### src/rtl/dmac_pkg.sv
// Shared defaults and helpers for the DMA channel arbiter.
// Kept tiny so every DMAC block can import it without pulling in logic.
package dmac_pkg;

  localparam int DMAC_NCH   = 4;
  localparam int DMAC_DW    = 32;
  localparam int DMAC_DEPTH = 16;
  localparam int DMAC_CHW   = 4;

  // Ceiling log2; used for pointer widths (DEPTH is a power of two).
  function automatic int log2c(input int n);
    int r;
    r = 0;
    for (int i = 0; i < 31; i++)
      if ((1 << i) < n) r = i + 1;
    return r;
  endfunction

endpackage

### src/rtl/dmac_fifo_p.sv
// Per-channel FIFO with synchronous flush, occupancy count and sticky overflow.
// A write to a full FIFO is accepted only if the head is popped in the same cycle.
module dmac_fifo_p
  import dmac_pkg::*;
#(
  parameter  int DW    = DMAC_DW,
  parameter  int DEPTH = DMAC_DEPTH,
  localparam int AW    = log2c(DEPTH)
) (
  input  logic          clk,
  input  logic          rst,
  input  logic          clr,
  input  logic          wr,
  input  logic [DW-1:0] wdata,
  input  logic          rd,
  output logic [DW-1:0] rdata,
  output logic          full,
  output logic          empty,
  output logic [AW:0]   level,
  output logic          ovf
);

  localparam logic [AW:0] FULL_LVL = (AW+1)'(DEPTH);

  logic [DW-1:0] r_mem [DEPTH];
  logic [AW-1:0] r_wptr;
  logic [AW-1:0] r_rptr;
  logic [AW:0]   r_level;
  logic          r_ovf;
  logic          w_pop;
  logic          w_push;

  assign empty = (r_level == '0);
  assign full  = (r_level == FULL_LVL);
  assign level = r_level;
  assign ovf   = r_ovf;
  assign rdata = r_mem[r_rptr];

  // A flush wins over both ports; a pop frees the slot a full-FIFO write needs.
  assign w_pop  = rd && !clr && !empty;
  assign w_push = wr && !clr && (!full || w_pop);

  always_ff @(posedge clk or negedge rst) begin
    if (!rst) begin
      r_wptr  <= '0;
      r_rptr  <= '0;
      r_level <= '0;
      r_ovf   <= 1'b0;
    end else if (clr) begin
      r_wptr  <= '0;
      r_rptr  <= '0;
      r_level <= '0;
      r_ovf   <= 1'b0;
    end else begin
      if (w_push) r_wptr <= r_wptr + 1'b1;
      if (w_pop)  r_rptr <= r_rptr + 1'b1;
      case ({w_push, w_pop})
        2'b10:   r_level <= r_level + 1'b1;
        2'b01:   r_level <= r_level - 1'b1;
        default: r_level <= r_level;
      endcase
      if (wr && !w_push) r_ovf <= 1'b1;
    end
  end

  // Storage has no reset: contents are meaningless while level is 0.
  always_ff @(posedge clk) begin
    if (w_push) r_mem[r_wptr] <= wdata;
  end

endmodule

### src/rtl/dmac_chan_arb.sv
// NCH channel FIFOs drained round-robin into a single ready/valid output register.
// Arbiter and output register live here; storage is in dmac_fifo_p.
module dmac_chan_arb
  import dmac_pkg::*;
#(
  parameter  int NCH   = DMAC_NCH,
  parameter  int DW    = DMAC_DW,
  parameter  int DEPTH = DMAC_DEPTH,
  localparam int AW    = log2c(DEPTH)
) (
  input  logic                  clk,
  input  logic                  rst,
  input  logic [NCH-1:0]        clr,
  input  logic [NCH-1:0]        wr,
  input  logic [NCH*DW-1:0]     wdata,
  output logic [NCH-1:0]        full,
  output logic [NCH-1:0]        empty,
  output logic [NCH*(AW+1)-1:0] level,
  output logic [NCH-1:0]        ovf,
  output logic                  out_valid,
  input  logic                  out_ready,
  output logic [DW-1:0]         out_data,
  output logic [3:0]            out_chan
);

  logic [NCH-1:0][DW-1:0] w_head;
  logic [NCH-1:0]         w_pop;
  logic [NCH-1:0]         w_elig;
  logic [NCH-1:0]         w_hi_oh;
  logic [NCH-1:0]         w_lo_oh;
  logic [NCH-1:0]         w_gnt_oh;
  logic                   w_hi_vld;
  logic                   w_gnt_vld;
  logic [3:0]             w_gnt;
  logic [DW-1:0]          w_sel_data;
  logic                   w_load_en;

  logic                   r_out_valid;
  logic [DW-1:0]          r_out_data;
  logic [3:0]             r_out_chan;
  logic [3:0]             r_last;

  for (genvar g = 0; g < NCH; g++) begin : g_ch
    dmac_fifo_p #(
      .DW    (DW),
      .DEPTH (DEPTH)
    ) u_fifo (
      .clk   (clk),
      .rst   (rst),
      .clr   (clr[g]),
      .wr    (wr[g]),
      .wdata (wdata[g*DW +: DW]),
      .rd    (w_pop[g]),
      .rdata (w_head[g]),
      .full  (full[g]),
      .empty (empty[g]),
      .level (level[g*(AW+1) +: AW+1]),
      .ovf   (ovf[g])
    );
  end

  assign w_load_en = !r_out_valid || out_ready;
  // Empty is registered state, so a same-cycle write never makes a channel eligible.
  assign w_elig    = ~empty & ~clr;
  assign w_pop     = w_load_en ? w_gnt_oh : '0;

  // Round-robin: first eligible above last grant, else wrap to lowest eligible.
  always_comb begin
    w_hi_oh   = '0;
    w_lo_oh   = '0;
    w_hi_vld  = 1'b0;
    w_gnt_vld = 1'b0;
    for (int i = 0; i < NCH; i++) begin
      if (w_elig[i] && !w_gnt_vld) begin
        w_lo_oh[i] = 1'b1;
        w_gnt_vld  = 1'b1;
      end
      if (w_elig[i] && (4'(i) > r_last) && !w_hi_vld) begin
        w_hi_oh[i] = 1'b1;
        w_hi_vld   = 1'b1;
      end
    end
    w_gnt_oh = w_hi_vld ? w_hi_oh : w_lo_oh;
  end

  always_comb begin
    w_gnt      = '0;
    w_sel_data = '0;
    for (int i = 0; i < NCH; i++) begin
      if (w_gnt_oh[i]) begin
        w_gnt      = w_gnt | 4'(i);
        w_sel_data = w_sel_data | w_head[i];
      end
    end
  end

  // Output register is independent of the FIFOs: a flush never touches it.
  always_ff @(posedge clk or negedge rst) begin
    if (!rst) begin
      r_out_valid <= 1'b0;
      r_out_data  <= '0;
      r_out_chan  <= '0;
      r_last      <= 4'(NCH-1);
    end else if (w_load_en) begin
      r_out_valid <= w_gnt_vld;
      if (w_gnt_vld) begin
        r_out_data <= w_sel_data;
        r_out_chan <= w_gnt;
        r_last     <= w_gnt;
      end
    end
  end

  assign out_valid = r_out_valid;
  assign out_data  = r_out_data;
  assign out_chan  = r_out_chan;

endmodule

### config.mk
export PLATFORM = sky130hd
export DESIGN_NAME = dmac_chan_arb
export DESIGN_NICKNAME = d
export VERILOG_FILES = /design/src/rtl/dmac_pkg.sv /design/src/rtl/dmac_fifo_p.sv /design/src/rtl/dmac_chan_arb.sv
export SDC_FILE = /design/constraint.sdc
export NUM_CORES = 2
export LEC_CHECK = 0
export ABC_CLOCK_PERIOD_IN_PS = 6400
export CAP_MARGIN = 40
export CELL_PAD_IN_SITES_DETAIL_PLACEMENT = 2
export CELL_PAD_IN_SITES_GLOBAL_PLACEMENT = 2
export CORE_MARGIN = 1
export CORE_UTILIZATION = 35
export DETAILED_ROUTE_END_ITERATION = 10
export PLACE_DENSITY_LB_ADDON = 0.1
export SETUP_SLACK_MARGIN = 0.1
export SYNTH_ARGS = -nofsm -noshare
export SYNTH_HDL_FRONTEND = slang
export SYNTH_SLANG_ARGS = --single-unit
export TNS_END_PERCENT = 10
### constraint.sdc
create_clock -name clk -period 6.4 [get_ports clk]
set_clock_uncertainty 0.15 [all_clocks]
set_input_delay 1.92 -clock clk [delete_from_list [all_inputs] [get_ports clk]]
set_output_delay 1.92 -clock clk [all_outputs]
set_load 0.02 [all_outputs]
# Word-level counts from Yosys, hierarchy flattened

Memories as Yosys holds them, arrays and structs flattened.
Cells that the tools add are included.

Input port bits: 139
Register bits after elaboration: 97
Memories kept: 4
Word-level logic and storage cells: 204
Output and inout port bits: 69
Bits in writable memories: 2048

Memories:

| memory               | depth | bits a word | rd ports | clocked after memory_dff | write ports | line              | RTL |
|---|---|---|---|---|---|---|---|
| g_ch[0].u_fifo.r_mem | 16    | 32          | 1        | 0                        | 1           | dmac_fifo_p.sv:25 | `logic [DW-1:0] r_mem [DEPTH];` |
| g_ch[1].u_fifo.r_mem | 16    | 32          | 1        | 0                        | 1           | dmac_fifo_p.sv:25 |  |
| g_ch[2].u_fifo.r_mem | 16    | 32          | 1        | 0                        | 1           | dmac_fifo_p.sv:25 |  |
| g_ch[3].u_fifo.r_mem | 16    | 32          | 1        | 0                        | 1           | dmac_fifo_p.sv:25 |  |

Bitwise gates (word level): 6
Magnitude comparators: 4
Reductions and logical operators: 79
Eq/ne operators: 12
$add $sub $neg: 16
Multiplexer cells: 63

Operator list:

| cell                                                         | number |
|---|---|
| two-way mux 32 bit                                           | 4 |
| bitwise OR 32 bit                                            | 3 |
| two-way mux 4 bit                                            | 18 |
| one-hot mux 5 bit (2 select lines)                           | 4 |
| adder 4 x 1 -> 4 bit, second input constant                  | 8 |
| two-way mux 1 bit                                            | 31 |
| logical AND 1 bit                                            | 30 |
| nonzero test 2 bit                                           | 12 |
| logical NOT 1 bit                                            | 23 |
| adder 5 x 1 -> 5 bit, second input constant                  | 4 |
| equality test 5 bit, second input constant                   | 4 |
| logical NOT 5 bit                                            | 4 |
| two-way mux 5 bit                                            | 4 |
| subtractor 5 x 1 -> 5 bit, second input constant             | 4 |
| nonzero test 3 bit                                           | 4 |
| equality test 2 x 1 -> 1 bit, second input constant          | 4 |
| equality test 2 bit, second input constant                   | 4 |
| greater-than comparator 1 x 4 -> 1 bit, first input constant | 2 |
| greater-than comparator 2 x 4 -> 1 bit, first input constant | 2 |
| NOT 4 bit                                                    | 2 |
| logical OR 1 bit                                             | 5 |
| AND 4 bit                                                    | 1 |
| two-way mux 2 bit                                            | 2 |
| AND reduction 2 bit                                          | 1 |

# Logic depth before layout (Yosys ltp)

Depth after elaboration: 24
Gate-level depth with buffers: 15
Mapped depth without buffers: 13

# By module

From an unflattened synthesis, not the netlist that was laid out.

Cells, all modules: 4596
Area total of the unflattened synthesis: 84931.5 um2

By module, submodules not included:

| module                            | instances | area an instance (um2) | cells each |
|---|---|---|---|
| dmac_fifo_p at g_ch[1].u_fifo ... | 3         | 20562.2                | 1075 |
| dmac_fifo_p at g_ch[0].u_fifo     | 1         | 20563.5                | 1071 |
| dmac_chan_arb                     | 1         | 2681.3                 | 300 |

# Worst setup path before layout

Ideal clock, no wire load.

Path type: input port to flip-flop
Start point: input clr[0]
End point: memory g_ch[1].u_fifo.r_mem[0][0] (netlist name) (enable)
Cell stages on the path: 7
Path buffers: 1
Arrival time: 6.329 ns
Slack: -0.581 ns
Cell sequence: clkbuf_1 clkinv_1 o211ai_1 and3b_1 o21a_1 nor2_2 nor4bb_1

Word-level cells in the longest chain between the ends: 21

RTL lines:

| item                                      | line                | RTL |
|---|---|---|
| start, declared                           | dmac_chan_arb.sv:13 | `input logic [NCH-1:0] clr,` |
| NOT 4 bit *                               | dmac_chan_arb.sv:64 | `assign w_elig = ~empty & ~clr;` |
| AND 4 bit *                               | dmac_chan_arb.sv:64 |  |
| logical AND 1 bit                         | dmac_chan_arb.sv:78 | `if (w_elig[i] && (4'(i) > r_last) && !w_hi_vld) begin` |
| two-way mux 1 bit                         | dmac_chan_arb.sv:78 |  |
| logical NOT 1 bit                         | dmac_chan_arb.sv:78 |  |
| logical AND 1 bit                         | dmac_chan_arb.sv:78 |  |
| two-way mux 1 bit                         | dmac_chan_arb.sv:78 |  |
| logical NOT 1 bit                         | dmac_chan_arb.sv:78 |  |
| [4 not listed]                            | -                   |  |
| two-way mux 1 bit                         | dmac_chan_arb.sv:78 |  |
| two-way mux 4 bit *                       | dmac_chan_arb.sv:83 | `w_gnt_oh = w_hi_vld ? w_hi_oh : w_lo_oh;` |
| two-way mux 4 bit *                       | dmac_chan_arb.sv:65 | `assign w_pop = w_load_en ? w_gnt_oh : '0;` |
| logical AND 1 bit * (2 in series)         | dmac_fifo_p.sv:40   | `assign w_pop = rd && !clr && !empty;` |
| logical OR 1 bit *                        | dmac_fifo_p.sv:41   | `assign w_push = wr && !clr && (!full \|\| w_pop);` |
| logical AND 1 bit *                       | dmac_fifo_p.sv:41   |  |
| two-way mux 1 bit *                       | dmac_fifo_p.sv:68   | `if (w_push) r_mem[r_wptr] <= wdata;` |
| two-way mux 1 bit (implied by the code) * | dmac_fifo_p.sv:68   |  |
| end, declared                             | dmac_fifo_p.sv:25   |  |

Mark *: on every way between the ends. The rest lies on a longest branch, timed or not.

# Final worst setup path

Start point: register g_ch[1].u_fifo.r_level[1]
End point: output full[1]

Word-level cells in the longest chain between the ends: 1

RTL lines:

| item                   | line                | RTL |
|---|---|---|
| start, declared        | dmac_fifo_p.sv:28   | `logic [AW:0] r_level;` |
| start signal, assigned | dmac_fifo_p.sv:58   | `2'b10: r_level <= r_level + 1'b1;` |
| start signal, assigned | dmac_fifo_p.sv:59   | `2'b01: r_level <= r_level - 1'b1;` |
| start signal, assigned | dmac_fifo_p.sv:60   | `default: r_level <= r_level;` |
| equality test 5 bit    | dmac_fifo_p.sv:34   | `assign full = (r_level == FULL_LVL);` |
| end, declared          | dmac_chan_arb.sv:16 | `output logic [NCH-1:0] full,` |

No other way between the ends.

==> out/results.ini <==
[yosys]
synth.area.top_cells = sky130_fd_sc_hd__edfxtp_1, sky130_fd_sc_hd__mux4_2, sky130_fd_sc_hd__dfrtp_1
synth.largest_area_cell = sky130_fd_sc_hd__edfxtp_1
synth_enable_flop_cells = 2048
synthesis.area_mm2 = 0.0833
synth_seq_cells = 2141
post-synth-top-area-fraction_pct = 73.9
post_synth_num_cell_types = 77
synth-async-reset-ratio_pct = 4.34
synth-warning-count = 0
synthFlopType = sky130_fd_sc_hd__edfxtp_1
seq_area_frac_synth_pct = 76.7
syn_inst = 3886
avgSynthCellArea_um2 = 21.4

[clock_network]
clk_pin_slew_ns = 0.06
clock_insertion_delay_worst_skew_ns = 0.86
h-tree-depth = 4
tritoncts = yes
clock-root-buffer = sky130_fd_sc_hd__clkbuf_16
tritoncts.num_buffers = 230
cts.sinks = 2141
cts_post_setup_buffers_inserted = 0
clk_path_buf_depth = 3
ctsHoldBuffers = 0
cts_resized = 0

[global_route]
globalRouteOverflowTotal = 0
antenna_found_initial = 20
grt_pass1_wl_um = 352000
largest_net_degree_at_the_start_of_global_routing = 73
grt_pass1_vias = 44400
grtUsageTotal_pct = 20.9

[sta]
fmax_ghz = 0.182
period_share_pct = 85.8
timing_worst_slew_pin_value_ns = 1.06
final.setup.worst_slack_ns = 0.912
min_period_ns = 5.49
timing.final.max_slew_violations = 0
finalSetupViolCount = 0
final-hold-violation-count = 0
rsz0062_at_grt = no
fin_hold_ws_ns = 0.377
max_slew_margin_pct = 29.0

[worst_setup_path]
end_kind = primary output
cp_slowest_cell = sky130_fd_sc_hd__clkdlybuf4s50_1
critical_path_class = register to primary output
critical-path-max-stage-delay_ns = 0.72
critical_path_arrival_ns = 3.42
ff2ff_setup_slack_ns = 2.27
critical_path.max_fanout = 6
critical_path.startpoint_type = register
path_cells = or4_4, or2_2, inv_1, clkdlybuf4s50_1
timing.critical_path.required_ns = 4.33
timing.rr.start = g_ch[3].u_fifo.level[1]
critical_path_start = g_ch[1].u_fifo.level[1]

[detailed_routing]
drt_first_pass_iters = 5
totalWireLength_um = 248000
post_drt_wl_per_cell_um = 32.7
detail-route-antenna-nets = 0
detail_route.vias_per_cell = 5.37
drcViolationCount = 0
route.vias.total = 40800
drt-initial-drc-count = 3160

[pwr]
cellLeakagePower_nw = 30.1
power.ir.vdd_worst_v = 0.000239
combPwrFrac_pct = 16.8
seq_power_share_pct = 47.1
p_sw_mw = 9.36
p_clk_share_pct = 36.1
intPower_mw = 25.1
power_switching_share_pct = 27.2
p_per_area_mw_per_mm2 = 353

[min_path]
worst_min_delay_path_category = register to register
hold_start = g_ch[1].u_fifo.ovf

[floorplan]
rows = 178
floorplan.die.width_um = 490
die_footprint_mm2 = 0.240
core_area_mm2 = 0.236
start_util_pct = 35.3
io_pins = 208
vertical_extent_of_the_die_um = 490

[placed_design]
port_buffers = 205
dpl.hpwl_um = 158000
gpl.final_weighted_congestion = 0.780
dp_worst_setup_slack_ns = 0.417

[layout]
multi_input_area_mm2 = 0.0187
syn2layout_area_growth_pct = 17.1
nNetsFinal = 4423
sequential_cell_area_mm2 = 0.0639
post-route-util_pct = 41.3
layout-drive-gt1-share_pct = 26.3
layout.filler_cells = 21700

[outcome]
outcome = finished, final reports clean

[run]
max_cap_viols = 0

critical path, delay by kind of cell, from the launching register on:
kind	cells	cell delay [ns]
flops	1	0.51
simple gates	2	1.09
buf+inv	2	0.93
power by group through the flow:
stage | logic [mW] | clock network [mW] | registers (mW)
finish | 5.79 | 12.4 | 16.2
global route | 6.21 | 13.3 | 16.2
CTS | 5.96 | 12.8 | 16.3
detailed placement | 5.95 | 0 | 16.5
global placement | 5.77 | 0 | 16.6
floorplan | 3.39 | 0 | 16.3
metal layers:
metal / vias to the layer above / GRT usage [%] / part of all wire [%]
li1: 17200 / - / -
met1: 22500 / 27.9 / 43
met2: 812 / 36.1 / 51
met3: 296 / 2.96 / 3.7
met4: 12 / 4.70 / 2.1
met5: - / 0 / 0.035
metrics by stage:
step | setup TNS (ns) | cell area, um^2 | std cells | total power [mW]
final | 0 | 97500 | 7594 | 34.4
after global routing | 0 | 97500 | 7591 | 35.7
after CTS | 0 | 97500 | 7587 | 35.0
after detailed placement | 0 | 90500 | 7164 | 22.5
after global placement | 0 | 90400 | 7156 | 22.4
after floorplan | -74.39 | 83300 | 3887 | 19.7
kinds of logic after synthesis:
family,Yosys count,share of synthesized area (%)
flip-flops,2141,76.7
multiplexers,598,15.0
AO/OA/AOI/OAI,486,4.19
AND/OR/NAND/NOR,318,1.93
buffers and inverters,287,1.44
adder cells (fa/ha/maj),36,0.577
XOR/XNOR,19,0.200
other,1,0.00450
final timing paths:
| kind | end | depth (start not counted) |
|---|---|---|
| setup / recovery | full[1] | 4 |
| hold / removal | g_ch[1].u_fifo.ovf | 2 |
| setup reg to reg | g_ch[1].u_fifo.level[4] | 13 |
| hold reg to reg | g_ch[1].u_fifo.ovf | 2 |
| max in group asynchronous | g_ch[1].u_fifo.r_rptr[1] | 2 |
| min in group asynchronous | out_data[10] | 1 |
registers in the layout, indices dropped and copies added, names as in the netlist:
register / cells
g_ch.u_fifo.r_mem: 2048
out_data: 32
g_ch.u_fifo.level: 20
g_ch.u_fifo.r_rptr: 16
g_ch.u_fifo.r_wptr: 16
g_ch.u_fifo.ovf: 4
out_chan: 2
r_last: 2
out_valid: 1
cell usage in the layout (no fill, tap or decap), types with 8 or more instances in the layout:
master,count
sky130_fd_sc_hd__edfxtp_1,2048
sky130_fd_sc_hd__mux4_2,512
sky130_fd_sc_hd__clkbuf_16,231
sky130_fd_sc_hd__clkdlybuf4s50_1,204
sky130_fd_sc_hd__a22oi_1,128
sky130_fd_sc_hd__buf_4,126
sky130_fd_sc_hd__a21oi_1,86
sky130_fd_sc_hd__nor2_1,81
sky130_fd_sc_hd__clkinv_1,80
sky130_fd_sc_hd__dfrtp_1,79
sky130_fd_sc_hd__mux2_2,78
sky130_fd_sc_hd__a31oi_1,70
sky130_fd_sc_hd__a22o_1,64
sky130_fd_sc_hd__nand2_1,61
sky130_fd_sc_hd__clkbuf_1,53
sky130_fd_sc_hd__buf_12,38
sky130_fd_sc_hd__inv_1,37
sky130_fd_sc_hd__a211oi_1,34
sky130_fd_sc_hd__nor2_4,32
sky130_fd_sc_hd__o22a_1,32
sky130_fd_sc_hd__ha_1,32
sky130_fd_sc_hd__clkinv_2,32
sky130_fd_sc_hd__nand3_1,22
sky130_fd_sc_hd__nand2b_1,18
sky130_fd_sc_hd__nor2b_1,13
sky130_fd_sc_hd__o21ai_0,13
sky130_fd_sc_hd__nor3_2,12
sky130_fd_sc_hd__xnor2_1,12
sky130_fd_sc_hd__and3_2,9
sky130_fd_sc_hd__o31ai_1,9
sky130_fd_sc_hd__a21o_1,8
sky130_fd_sc_hd__and4_2,8
sky130_fd_sc_hd__dfrtp_4,8
area by class of cell:
type	instances	share of cell area (%)
Antenna cell	5	0.0128
Timing Repair Buffer	376	3.95
Clock inverter	133	0.919
Sequential cell	2141	65.5
Tap cell	3150	4.04
Inverter	40	0.154
Clock buffer	290	6.22
Multi-Input combinational cell	1459	19.2
Yosys cell counts, types with 5 or more instances:
cell type	n
sky130_fd_sc_hd__ha_1	32
sky130_fd_sc_hd__edfxtp_1	2048
sky130_fd_sc_hd__mux2_2	78
sky130_fd_sc_hd__a21oi_1	86
sky130_fd_sc_hd__o21ai_0	13
sky130_fd_sc_hd__a21o_1	8
sky130_fd_sc_hd__nand4_1	7
sky130_fd_sc_hd__o211ai_1	6
sky130_fd_sc_hd__or4_1	5
sky130_fd_sc_hd__and2_1	5
sky130_fd_sc_hd__inv_1	37
sky130_fd_sc_hd__xnor2_1	12
sky130_fd_sc_hd__o22a_1	32
sky130_fd_sc_hd__clkbuf_1	172
sky130_fd_sc_hd__nand2b_1	18
sky130_fd_sc_hd__o31ai_1	9
sky130_fd_sc_hd__buf_1	13
sky130_fd_sc_hd__a31oi_1	70
sky130_fd_sc_hd__buf_4	14
sky130_fd_sc_hd__and4_1	9
sky130_fd_sc_hd__nor3_1	18
sky130_fd_sc_hd__a211oi_1	34
sky130_fd_sc_hd__dfrtp_1	91
sky130_fd_sc_hd__nor2b_1	20
sky130_fd_sc_hd__mux4_2	512
sky130_fd_sc_hd__nand2_1	61
sky130_fd_sc_hd__xor2_1	7
sky130_fd_sc_hd__o32ai_1	5
sky130_fd_sc_hd__buf_2	47
sky130_fd_sc_hd__a22oi_1	128
sky130_fd_sc_hd__and3_1	10
sky130_fd_sc_hd__nor2_1	113
sky130_fd_sc_hd__mux2i_1	7
sky130_fd_sc_hd__nand3_1	22
sky130_fd_sc_hd__a22o_1	64
(Power assumes the default switching activity.)
